## src/rtl/alu_wb_stage_pkg.sv

```systemverilog
// ----------------------------------------------------------------------------
// alu_wb_stage_pkg
// Shared constants and types for the ALU writeback/flag stage.
//   DATASIZE   : ALU datapath width (must match the codebase datasize define)
//   RADDR      : register-file address width (8 registers)
//   cond_e     : conditional-execution codes carried with each instruction
//   OP_ADD/NAND: ALU operation encoding
//   condPass() : resolves a condition code against the architectural flags
// ----------------------------------------------------------------------------
package alu_wb_stage_pkg;

    localparam int DATASIZE   = 16;
    localparam int RADDR      = 3;
    localparam int FIFO_WIDTH = DATASIZE + RADDR;

    typedef enum logic [1:0] {
        COND_AL = 2'b00,
        COND_Z  = 2'b01,
        COND_C  = 2'b10,
        COND_NV = 2'b11
    } cond_e;

    localparam logic OP_ADD  = 1'b1;
    localparam logic OP_NAND = 1'b0;

    // "Never" is an explicit no-op encoding, so it falls to the default.
    function automatic logic condPass(input cond_e cond, input logic flagC, input logic flagZ);
        logic pass;
        pass = 1'b0;
        case (cond)
            COND_AL: pass = 1'b1;
            COND_C:  pass = flagC;
            COND_Z:  pass = flagZ;
            default: pass = 1'b0;
        endcase
        return pass;
    endfunction

endpackage

```

## src/rtl/alu_wb_stage_if.sv

```systemverilog
// ----------------------------------------------------------------------------
// alu_wb_stage_if
// Bundles the ALU-side input handshake, the register-file-side output
// handshake, flush, and the architectural flag outputs of alu_wb_stage.
//   slave  : the writeback stage itself
//   master : the environment (ALU / register file / control)
// ----------------------------------------------------------------------------
interface alu_wb_stage_if
    import alu_wb_stage_pkg::*;
#(
    parameter int DW = DATASIZE,
    parameter int AW = RADDR
);

    logic          in_valid;
    logic          in_ready;
    logic [DW-1:0] in_z;
    logic          in_carry;
    logic          in_zero;
    logic          in_op;
    logic [1:0]    in_cond;
    logic [AW-1:0] in_rd;
    logic          in_wen;
    logic          flush;
    logic          out_valid;
    logic          out_ready;
    logic [DW-1:0] out_data;
    logic [AW-1:0] out_rd;
    logic          flag_c;
    logic          flag_z;

    modport slave (
        input  in_valid, in_z, in_carry, in_zero, in_op, in_cond, in_rd, in_wen,
        input  flush, out_ready,
        output in_ready, out_valid, out_data, out_rd, flag_c, flag_z
    );

    modport master (
        output in_valid, in_z, in_carry, in_zero, in_op, in_cond, in_rd, in_wen,
        output flush, out_ready,
        input  in_ready, out_valid, out_data, out_rd, flag_c, flag_z
    );

endinterface

```

## src/rtl/alu_wb_stage_wb_fifo2.sv

```systemverilog
// ----------------------------------------------------------------------------
// wb_fifo2
// Two-entry synchronous FIFO holding committed register writes.
//   clk, rst  : rising-edge clock, synchronous active-high reset
//   i_push    : write i_data at the tail (ignored when full)
//   i_pop     : drop the head entry (ignored when empty)
//   i_flush   : discard all entries
//   i_data    : entry to enqueue
//   o_data    : head entry; holds the last head value while empty
//   o_count   : number of entries held (0..2)
// ----------------------------------------------------------------------------
module wb_fifo2
    import alu_wb_stage_pkg::*;
#(
    parameter int WIDTH = FIFO_WIDTH
) (
    input  logic             clk,
    input  logic             rst,
    input  logic             i_push,
    input  logic             i_pop,
    input  logic             i_flush,
    input  logic [WIDTH-1:0] i_data,
    output logic [WIDTH-1:0] o_data,
    output logic [1:0]       o_count
);

    logic [WIDTH-1:0] r_mem [0:1];
    logic [WIDTH-1:0] r_hold;
    logic             r_wrPtr;
    logic             r_rdPtr;
    logic [1:0]       r_count;
    logic             w_push;
    logic             w_pop;

    // Protect the storage against over/underflow even if a caller misbehaves.
    assign w_push = i_push & (r_count != 2'd2);
    assign w_pop  = i_pop  & (r_count != 2'd0);

    // Storage, 1-bit wrapping pointers and occupancy count. The hold register
    // tracks the current head every cycle the queue is non-empty, so once the
    // queue drains (by pop or flush) the last head stays on the output.
    always_ff @(posedge clk) begin
        if (rst) begin
            r_mem[0] <= '0;
            r_mem[1] <= '0;
            r_hold   <= '0;
            r_wrPtr  <= 1'b0;
            r_rdPtr  <= 1'b0;
            r_count  <= 2'd0;
        end else begin
            if (r_count != 2'd0) begin
                r_hold <= r_mem[r_rdPtr];
            end
            if (i_flush) begin
                r_wrPtr <= 1'b0;
                r_rdPtr <= 1'b0;
                r_count <= 2'd0;
            end else begin
                if (w_push) begin
                    r_mem[r_wrPtr] <= i_data;
                    r_wrPtr        <= ~r_wrPtr;
                end
                if (w_pop) begin
                    r_rdPtr <= ~r_rdPtr;
                end
                case ({w_push, w_pop})
                    2'b10:   r_count <= r_count + 2'd1;
                    2'b01:   r_count <= r_count - 2'd1;
                    default: r_count <= r_count;
                endcase
            end
        end
    end

    // Head is read straight from storage so an entry written at one edge is
    // visible in the following cycle.
    assign o_data  = (r_count != 2'd0) ? r_mem[r_rdPtr] : r_hold;
    assign o_count = r_count;

endmodule

```

## src/rtl/alu_wb_stage.sv

```systemverilog
// ----------------------------------------------------------------------------
// alu_wb_stage
// Writeback/flag stage downstream of the ALU. Holds the architectural carry
// and zero flags, resolves conditional execution against them, and queues
// committed register writes (2 entries) toward the register-file write port.
//   clk, rst   : rising-edge clock, synchronous active-high reset
//   bus.in_*   : ALU result, carry/zero and decoded control; in_valid/in_ready
//   bus.flush  : discard queued entries and this cycle's input
//   bus.out_*  : head write data/address; out_valid/out_ready
//   bus.flag_c : architectural carry flag
//   bus.flag_z : architectural zero flag
// ----------------------------------------------------------------------------
module alu_wb_stage
    import alu_wb_stage_pkg::*;
(
    input  logic          clk,
    input  logic          rst,
    alu_wb_stage_if.slave bus
);

    logic                  r_flagC;
    logic                  r_flagZ;
    logic [1:0]            w_count;
    logic                  w_accept;
    logic                  w_exec;
    logic                  w_push;
    logic                  w_pop;
    logic [FIFO_WIDTH-1:0] w_head;

    // Readiness comes only from the registered occupancy, so there is no
    // combinational path from out_ready back to in_ready.
    assign bus.in_ready  = (w_count != 2'd2);
    assign bus.out_valid = (w_count != 2'd0);

    // The condition sees the flags as they stand before this instruction,
    // which already include the effect of the instruction accepted last cycle.
    assign w_accept = bus.in_valid & bus.in_ready & ~bus.flush;
    assign w_exec   = condPass(cond_e'(bus.in_cond), r_flagC, r_flagZ);
    assign w_push   = w_accept & w_exec & bus.in_wen;
    assign w_pop    = bus.out_valid & bus.out_ready;

    // Architectural flags: add writes both, nand writes only zero; skipped
    // or flushed instructions leave both untouched.
    always_ff @(posedge clk) begin
        if (rst) begin
            r_flagC <= 1'b0;
            r_flagZ <= 1'b0;
        end else if (w_accept && w_exec) begin
            r_flagZ <= bus.in_zero;
            if (bus.in_op == OP_ADD) begin
                r_flagC <= bus.in_carry;
            end
        end
    end

    wb_fifo2 #(
        .WIDTH (FIFO_WIDTH)
    ) u_fifo (
        .clk     (clk),
        .rst     (rst),
        .i_push  (w_push),
        .i_pop   (w_pop),
        .i_flush (bus.flush),
        .i_data  ({bus.in_z, bus.in_rd}),
        .o_data  (w_head),
        .o_count (w_count)
    );

    assign bus.out_data = w_head[FIFO_WIDTH-1:RADDR];
    assign bus.out_rd   = w_head[RADDR-1:0];
    assign bus.flag_c   = r_flagC;
    assign bus.flag_z   = r_flagZ;

endmodule

```

## src/flat_wrapper.sv

```systemverilog
// flat-port wrapper written by rule: the top's interface ports become plain ports
module alu_wb_stage_flat import alu_wb_stage_pkg::*;
  (clk, rst, bus_in_valid, bus_in_z, bus_in_carry, bus_in_zero, bus_in_op, bus_in_cond, bus_in_rd, bus_in_wen, bus_flush, bus_out_ready, bus_in_ready, bus_out_valid, bus_out_data, bus_out_rd, bus_flag_c, bus_flag_z);
  alu_wb_stage_if bus_i ();
  input  logic clk;
  input  logic rst;
  input wire logic [$bits(bus_i.in_valid)-1:0] bus_in_valid;
  input wire logic [$bits(bus_i.in_z)-1:0] bus_in_z;
  input wire logic [$bits(bus_i.in_carry)-1:0] bus_in_carry;
  input wire logic [$bits(bus_i.in_zero)-1:0] bus_in_zero;
  input wire logic [$bits(bus_i.in_op)-1:0] bus_in_op;
  input wire logic [$bits(bus_i.in_cond)-1:0] bus_in_cond;
  input wire logic [$bits(bus_i.in_rd)-1:0] bus_in_rd;
  input wire logic [$bits(bus_i.in_wen)-1:0] bus_in_wen;
  input wire logic [$bits(bus_i.flush)-1:0] bus_flush;
  input wire logic [$bits(bus_i.out_ready)-1:0] bus_out_ready;
  output wire logic [$bits(bus_i.in_ready)-1:0] bus_in_ready;
  output wire logic [$bits(bus_i.out_valid)-1:0] bus_out_valid;
  output wire logic [$bits(bus_i.out_data)-1:0] bus_out_data;
  output wire logic [$bits(bus_i.out_rd)-1:0] bus_out_rd;
  output wire logic [$bits(bus_i.flag_c)-1:0] bus_flag_c;
  output wire logic [$bits(bus_i.flag_z)-1:0] bus_flag_z;
  assign bus_i.in_valid = bus_in_valid;
  assign bus_i.in_z = bus_in_z;
  assign bus_i.in_carry = bus_in_carry;
  assign bus_i.in_zero = bus_in_zero;
  assign bus_i.in_op = bus_in_op;
  assign bus_i.in_cond = bus_in_cond;
  assign bus_i.in_rd = bus_in_rd;
  assign bus_i.in_wen = bus_in_wen;
  assign bus_i.flush = bus_flush;
  assign bus_i.out_ready = bus_out_ready;
  assign bus_in_ready = bus_i.in_ready;
  assign bus_out_valid = bus_i.out_valid;
  assign bus_out_data = bus_i.out_data;
  assign bus_out_rd = bus_i.out_rd;
  assign bus_flag_c = bus_i.flag_c;
  assign bus_flag_z = bus_i.flag_z;
  alu_wb_stage u_core (.clk(clk), .rst(rst), .bus(bus_i));
endmodule
```

## config.mk

```make
export PLATFORM = sky130hd
export DESIGN_NAME = alu_wb_stage_flat
export DESIGN_NICKNAME = d
export VERILOG_FILES = /design/src/rtl/alu_wb_stage_pkg.sv /design/src/rtl/alu_wb_stage_if.sv /design/src/rtl/alu_wb_stage_wb_fifo2.sv /design/src/rtl/alu_wb_stage.sv /design/src/flat_wrapper.sv
export SDC_FILE = /design/constraint.sdc
export NUM_CORES = 1
export LEC_CHECK = 0
export CORE_ASPECT_RATIO = 0.7
export CORE_MARGIN = 5
export CORE_UTILIZATION = 67
export DETAILED_ROUTE_END_ITERATION = 7
export DONT_BUFFER_PORTS = 1
export MAX_ROUTING_LAYER = met4
export PLACE_DENSITY = 0.8
export SLEW_MARGIN = 0
export SYNTH_ARGS = -nofsm -noshare
export SYNTH_HDL_FRONTEND = slang
export SYNTH_SLANG_ARGS = --single-unit
```

## constraint.sdc

```tcl
create_clock -name clk -period 4.6 [get_ports clk]
set_input_delay 0.92 -clock clk [delete_from_list [all_inputs] [get_ports clk]]
set_output_delay 0.92 -clock clk [all_outputs]
set_load 0.005 [all_outputs]
```

# After elaboration in Yosys (flattened, before gate mapping)
# Memories as Yosys holds them, arrays and structs flattened. A register that Yosys moved wholly into a read port is not among the register bits.
# Cells that the tools add are included.
# word_totals
reg_bits,25
mem_bits_rw,38
mem_count,1
# op_classes
addsub,2
n_eq_ne,5
mux,14
n_bitwise,10
reduce_logical,7
# memory_table
name,words,word_bits,rd,rd_clocked_by_memory_dff,wr,line_no,rtl
u_core.u_fifo.r_mem,2,19,1,1,2,alu_wb_stage_wb_fifo2.sv:27,logic [WIDTH-1:0] r_mem [0:1];
# op_table
operator,n
two-way mux 19 bit,2
OR reduction 19 bit,1
two-way mux 1 bit,10
bitwise AND 1 bit,7
"equality test 2 x 1 -> 1 bit, second input constant",2
"equality test 2 bit, second input constant",2
one-hot mux 2 bit (2 select lines),1
nonzero test 2 bit,2
NOT 1 bit,3
one-hot mux 1 bit (3 select lines),1
"adder 2 x 1 -> 2 bit, second input constant",1
zero test 2 bit,1
"inequality test 2 bit, second input constant",1
AND reduction 2 bit,1
OR reduction 2 bit,1
"subtractor 2 x 1 -> 2 bit, second input constant",1
logical AND 1 bit,1

# Logic depth before layout (Yosys ltp)
# Gate-level depths: netlist of the first run.
# logic_depth
ltp_word,12
depth_mapped,9

# Cells and area by module
# A second synthesis of the first run with hierarchy kept.
# hier_totals
hier_cells,256
area_unflattened_um2,2831.5
# modules_own_cells
mod,n_inst,cells_per_inst,area_each_um2,seq_area_each_um2
wb_fifo2,1,236,2666.3,1621.6
alu_wb_stage,1,20,165.2,40.0

# Worst setup path before layout of the first run
# Ideal clock, no wire load.
# synth_path
path_kind,input -> register
startpoint,input port bus_in_cond[1]
endpoint,memory u_core.u_fifo.r_mem[0][0] (netlist name) (enable)
arrival_time_ns,2.091
path_slack_ns,2.135
cell_stages,4
path_buffers,0
cell_sequence,nor2b_2 > a2bb2oi_2 > nor3b_1 > a21o_1
# synth_lines
element,line_no,rtl
"start, declared",flat_wrapper.sv:12,input wire logic [$bits(bus_i.in_cond)-1:0] bus_in_cond;
"end, declared",alu_wb_stage_wb_fifo2.sv:27,

# Worst setup path in the final report of the first run
# layout_path
startpoint,register u_core.u_fifo.r_count[0] (netlist: u_core.u_fifo.o_count[0])
endpoint,output port bus_out_data[9]
# layout_via
elab_chain_len,2
# layout_lines
element,line_no,rtl
"start, declared",alu_wb_stage_wb_fifo2.sv:31,logic [1:0] r_count;
"start signal, assigned",alu_wb_stage_wb_fifo2.sv:67,2'b10: r_count <= r_count + 2'd1;
"start signal, assigned",alu_wb_stage_wb_fifo2.sv:68,2'b01: r_count <= r_count - 2'd1;
"start signal, assigned",alu_wb_stage_wb_fifo2.sv:69,default: r_count <= r_count;
nonzero test 2 bit,alu_wb_stage_wb_fifo2.sv:77,assign o_data = (r_count != 2'd0) ? r_mem[r_rdPtr] : r_hold;
two-way mux 19 bit,n/a,
"end, declared",flat_wrapper.sv:19,output wire logic [$bits(bus_i.out_data)-1:0] bus_out_data;
# No other way between the ends.

==> results of run 1 <==
-- cell families after synthesis --
family	count (synthesis)	synth area share, %
adders and majority gates	1	0.456
DFF	64	60.6
buffers and inverters	16	2.96
AOI/OAI and AO/OA	23	4.83
muxes	21	7.66
and+or+nand+nor	98	22.3
xor gates and xnor gates	4	1.28
-- worst min-delay path, cell delays in order, from the launching register on --
cell and delay [ns]:
dfxtp_1 0.34, nand2_1 0.07, o21bai_1 0.06
-- layout make-up --
class                   instances  share of cell area, %
flip-flops and latches         64                   56.6
multi-input cells             147                   34.4
clock buffers                  11                   4.47
well taps                      52                   2.22
clock inverters                 4                   1.58
inverters                       4                  0.511
repair buffers                  1                  0.256
-- per-layer routing --
layer / vias to the layer above / global-route usage [%]
met4: 0 / 8.95
met1: 737 / 22.0
met3: 10 / 9.38
met2: 45 / 31.8
li1: 764 / -
met5: - / -
-- cells in the mapped netlist --
library cell   n  area share [%]
nor2b_2        1            0.32
and2_1        20             4.6
edfxtp_1      38              42
xnor2_1        3            0.96
dfxtp_1       26              19
nor4_1         1            0.23
nand2b_4       1            0.50
buf_2          3            0.55
nor3b_1        2            0.55
a2bb2oi_2      1            0.55
mux2i_1       21             7.7
nand2b_1       4            0.91
clkbuf_2       2            0.36
nand2_1       21             2.9
ha_1           1            0.46
and2_2        19             5.2
nor3_1         4            0.73
inv_1          4            0.55
o21bai_1       1            0.27
xor2_1         1            0.32
nor4_4         1            0.78
nor2_1         4            0.55
nand3b_4       1            0.73
nor2b_1       19             4.3
buf_6          1            0.41
a21o_1         2            0.55
o21ai_0       19             3.5
buf_4          2            0.55
clkbuf_1       4            0.55
-- where the power goes --
group	switching [W]	leakage [nW]	internal (W)
clock	0.000200	0.0868	0.000245
sequential	0.00000461	0.601	0.000620
combinational	0.0000168	0.346	0.00000979
-- through the flow --
step	instance area [um2]	hold WS, ns	worst slack (ns)	power, W	cells
finish	2940	0.521	1.64	0.00110	283
global route	2940	0.559	1.38	0.00114	283
CTS	2940	0.520	1.61	0.00110	283
detailed placement	2760	0.504	1.80	0.000664	268
global placement	2760	0.484	1.93	0.000662	268
floorplan	2740	0.458	2.13	0.000659	227
-- placed cells by master (no fill, tap or decap), types with 2 or more instances in the layout --
master,synthesis,layout
a21o_1,2,2
and2_1,20,20
and2_2,19,19
clkbuf_1,4,2
clkbuf_8,0,9
dfxtp_1,26,26
edfxtp_1,38,38
inv_1,4,4
mux2i_1,21,21
nand2_1,21,21
nand2b_1,4,4
nor2_1,4,3
nor2b_1,19,19
nor3_1,4,4
nor3b_1,2,2
o21ai_0,19,19
xnor2_1,3,3
-- worst max path at each step --
stage	startpoint	to	slack, ns
floorplan	bus_in_cond[1]	u_core.u_fifo.r_mem[0][0]	2.13
global placement	bus_in_cond[1]	u_core.u_fifo.r_mem[1][4]	1.93
detailed placement	bus_in_cond[1]	u_core.u_fifo.r_mem[1][4]	1.80
CTS	u_core.u_fifo.o_count[0]	bus_out_data[9]	1.61
global route	u_core.u_fifo.o_count[0]	bus_out_rd[1]	1.38
finish	u_core.u_fifo.o_count[0]	bus_out_data[9]	1.64
-- sequential cells by signal (all words and copies together) (netlist names), named ones only --
signal,cells
u_core.bus.flag_c,1
u_core.u_fifo.r_wrPtr,1
u_core.u_fifo.r_mem,38
u_core.u_fifo.r_rdPtr,1
u_core.bus.flag_z,1
u_core.u_fifo.o_count,2
u_core.u_fifo.r_hold,19
==> results.cfg, run 1 <==
[setup_path]
start_kind = flop
r2r_slack_ns = 2.08
worstPathCellList = nor2_2 > o21ai_0
critical_path_buf_inv_count = 0
cp.arrival_ns = 2.04
r2r_start = u_core.u_fifo.o_count[0]
required_ns = 3.68
crit_cells = 2
crit_family = simple AND/OR/NAND/NOR gates
crit_path_end_kind = output pin
cp_slowest_cell = nor2_2
worstPathMaxFanout = 39
r2r_end = u_core.u_fifo.o_count[1]
crit_type = reg2out
reg2regPathDepth = 7
critPathMaxStageDelay_ns = 0.94

[yosys]
avgSynthCellArea_um2 = 12.1
synth-warning-count = 0
synth.distinct_cells = 29
syn-num-nets = 258
seq_area_frac_synth_pct = 60.6
synthesis.area_um2 = 2740
syn_inst = 227
ys_ff_latch = 64

[routing]
wl_per_cell_um = 16.7
top_layer_used = met4
dr.pass1.iters = 4
drcViolationCount = 0
routed_wl_um = 4720
routed-wl-met3_um = 375
met1_length_um = 1920
wl_met2_um = 2330
viasPerCell = 5.50
vias = 1556
initialDrtViolationCount = 72
antenna_left = 0

[power_and_ir_drop]
pwr_density_cell_nw_per_um2 = 373
ir_worst_vdd_mv = 0.272
cellLeakagePower_nw = 1.03

[timing]
relSlewSlack_pct = 20.2
tightest_slew_ns = 1.20
max_freq_mhz = 338
fin_setup_tns_ns = 0
fin_skew_ns = 0.00705
maxSlewViolCount = 0
final.period_utilization_pct = 64.3
finalHoldViolations = 0
rsz0062_at_grt = false
finalSetupViolations = 0
period_needed_ns = 2.96

[clock_tree]
clk_latency_ns = 0.34
post_cts_resize_count = 0
holdBufCountCts = 0
clock-sinks = 64
cts_tree = done
root_buffer = clkbuf_8
clk_path_buf_depth = 2
cts_buffers = 9
post_cts_buffers = 0
path_clk_slew_ns = 0.06
htree_levels = 3

[worst_hold_path]
hold_path_end = u_core.u_fifo.r_wrPtr
whs_path_depth = 2
hp-start = u_core.u_fifo.r_wrPtr
hold_path_class = reg2reg

[floorplanning]
dieHeight_um = 63.5
die-area_um2 = 5500
die_width_um = 86.5
initial_core_util_pct = 69.5
core_area_um2 = 3950
num_rows = 19
ioPinCount = 53

[global_route]
grt_pass1_vias = 1649
grt.total_usage_pct = 20.2
grt_max_degree = 40
antenna_found_initial = 0
grt_overflow = 0
grt_pass1_wl_um = 7960

[layout]
drive_above_1_share_pct = 16.9
multi_input_area_um2 = 1010
syn_to_final_growth_pct = 7.02
antennaDiodeCount = 0
fin_util_pct = 74.4
seqCellArea_um2 = 1660
fill_cells = 272
nets = 258

[job]
maxCapViolCount = 0

[run_status]
status = completed

[placement]
portBuffers = 0
dp_hpwl_um = 3160
gp_congestion = 0.750
No activity file was read; power rests on OpenSTA's default activity.
==> run 2: changes to the inputs <==
--- a/config.mk
+++ b/config.mk
@@ -5,13 +5,14 @@
 export SDC_FILE = /design/constraint.sdc
 export NUM_CORES = 1
 export LEC_CHECK = 0
+export ABC_AREA = 1
 export CORE_ASPECT_RATIO = 0.7
 export CORE_MARGIN = 5
-export CORE_UTILIZATION = 67
+export CORE_UTILIZATION = 56
 export DETAILED_ROUTE_END_ITERATION = 7
 export DONT_BUFFER_PORTS = 1
 export MAX_ROUTING_LAYER = met4
-export PLACE_DENSITY = 0.8
+export PLACE_DENSITY = 0.71
 export SLEW_MARGIN = 0
 export SYNTH_ARGS = -nofsm -noshare
 export SYNTH_HDL_FRONTEND = slang
==> constraint.sdc (replaced) <==
create_clock -name clk -period 2.7 [get_ports clk]
set_input_delay 0.54 -clock clk [delete_from_list [all_inputs] [get_ports clk]]
set_output_delay 0.54 -clock clk [all_outputs]
set_load 0.005 [all_outputs]
==> results.cfg, run 2 <==
[routing]
dr.pass1.iters = 4
vias = 1829
initialDrtViolationCount = 86
wl_per_cell_um = 13.1
routed_wl_um = 5030
drcViolationCount = 0
viasPerCell = 4.78
antenna_left = 0

[timing]
setup_ws_ns = 0.320
rsz0062_at_grt = false
period_needed_ns = 2.38
finalSetupViolations = 0
relSlewSlack_pct = 62.1
max_freq_mhz = 420
tightest_slew_ns = 0.567
fin_skew_ns = 0.00374
final.period_utilization_pct = 88.1
finalHoldViolations = 0
maxSlewViolCount = 0
fin_setup_tns_ns = 0

[global_route]
grt.total_usage_pct = 17.2
grt_overflow = 0
grt_pass1_vias = 1793
grt_max_degree = 40
grt_pass1_wl_um = 8350
antenna_found_initial = 0

[yosys]
yosys.area.top_type_share_pct = 39.0
post-synth-top-count-cell = inv_1
synth-warning-count = 0
synth-main-ff-cell = edfxtp_1
synthesis.area_um2 = 2920
yosysTopAreaCell = edfxtp_1
seq_area_frac_synth_pct = 56.8
syn-num-nets = 334
syn_inst = 303
synth.area.top_cells = edfxtp_1, dfxtp_1, inv_1
synthTopCellsByCount = inv_1, nor2_1, edfxtp_1
ys_ff_latch = 64
synth_edf_count = 38
avgSynthCellArea_um2 = 9.65
async_flop_share_pct = 0
synth.distinct_cells = 25

[placement]
post-place-ws_ns = 0.661
gp_congestion = 0.755
portBuffers = 0
dp_hpwl_um = 3390

[clock_tree]
clock-sinks = 64
holdBufCountCts = 0
post_cts_resize_count = 0
htree_levels = 3
cts_tree = done
cts_buffers = 9
clk_latency_ns = 0.34
path_clk_slew_ns = 0.06
post_cts_buffers = 0
clk_path_buf_depth = 2
root_buffer = clkbuf_8

[setup_path]
worstPathCellList = inv_2 > o211ai_1 > o21a_1 > inv_1
r2r_start = u_core.u_fifo.o_count[0]
critical_path_buf_inv_count = 2
crit_family = flip-flops
critPathMaxStageDelay_ns = 0.68
cp.arrival_ns = 1.84
cp_slowest_cell = dfxtp_1
worstPathMaxFanout = 20
crit_type = reg2out
start_kind = flop
required_ns = 2.16
crit_path_end_kind = output pin

[run_status]
status = completed

[power_and_ir_drop]
pwr-share-comb_pct = 3.4
pwr_density_cell_nw_per_um2 = 626
share_seq_of_total_power_pct = 53.4
intPower_w = 0.00159
switchingPower_w = 0.000401
ir_worst_vdd_mv = 0.392
switching_share_pct = 20.2
cellLeakagePower_nw = 1.44
clockPowerShare_pct = 43.2

[floorplanning]
num_rows = 22
core_area_um2 = 5150
die-area_um2 = 6790
dieHeight_um = 70.5
ioPinCount = 53
initial_core_util_pct = 56.8
die_width_um = 96.4

[layout]
syn_to_final_growth_pct = 8.64
antennaDiodeCount = 0
final_common_cell = inv_1
mostFrequentLayoutCells = inv_1, nor2_1, edfxtp_1
drive_above_1_share_pct = 21.2
top_register = u_core.u_fifo.r_mem
largest_reg_flops = 38
nets = 337

[worst_hold_path]
hold_path_class = in2reg
hp-start = rst

[job]
maxCapViolCount = 0
run 2: changes by cell type after synthesis, sizes merged, moves of 8 or more:
cell and delta:
and2 -39, inv +68, mux2i -21, nand2 -8, nor2 +61, nor2b -20
o211ai +19, o21a +20, o21ai -14, or2 +19
run 2: path summary, 6_finish.rpt:
kind / to / slack, ns / cells past startpoint
worst max-delay path: bus_out_data[8] / 0.32 / 4
worst min-delay path: u_core.u_fifo.r_hold[16] / 0.27 / 1
worst max register to register: u_core.u_fifo.o_count[1] / 0.98 / 10
worst min register to register: u_core.u_fifo.r_rdPtr / 0.47 / 1
run 2: power by group through the flow:
stage,Sequential (W),Clock (W),Combinational (W)
after floorplan,0.00108,0,0.0000585
after global placement,0.00108,0,0.0000686
after detailed placement,0.00108,0,0.0000695
after CTS,0.00106,0.000879,0.0000697
after global routing,0.00106,0.000929,0.0000775
final,0.00106,0.000859,0.0000680
run 2: final cells by class:
| class | instances | area [um2] |
|---|---|---|
| clock inverter | 7 | 86.3 |
| inverter | 72 | 270 |
| sequential | 64 | 1660 |
| fill | 449 | 1970 |
| timing repair buffer | 5 | 37.5 |
| clock buffer | 9 | 124 |
| tap | 72 | 90.1 |
| multi-input combinational | 154 | 907 |
run 2: routing by layer:
metal / vias to the layer above / track usage [%] / part of all wire, %
li1: 959 / - / -
met3: 7 / 8.07 / 7.0
met2: 50 / 26.6 / 47
met1: 813 / 20.2 / 45
met5: - / - / 0
met4: 0 / 4.20 / 1.1
run 2: worst reg2reg max path, cell delays in order (launching register included):
cell,delay (ns)
dfxtp_1,0.44
inv_2,0.06
nand2_2,0.10
nand3_4,0.11
nor3_4,0.17
inv_1,0.06
ha_1,0.28
inv_1,0.08
nand3b_1,0.09
o21ai_0,0.15
a21oi_1,0.06
run 2: cells by family after synthesis:
kind of cell | share of synthesized area [%]
flip-flops | 56.8
adder cells (fa/ha/maj) | 0.428
buffers and inverters | 12.2
AO/OA/AOI/OAI | 11.6
AND/OR/NAND/NOR | 19.0
run 2: stage by stage:
stage	cells	area (um2)	util (%)	total power [W]	hold slack [ns]
2_1_floorplan	303	2920	-	0.00114	0.425
3_3_place_gp	367	2970	57.6	0.00115	0.437
3_5_place_dp	367	2970	57.6	0.00115	0.454
4_1_cts	383	3180	61.7	0.00201	0.253
5_1_grt	383	3180	61.7	0.00207	0.235
6_report	383	3180	61.7	0.00199	0.271
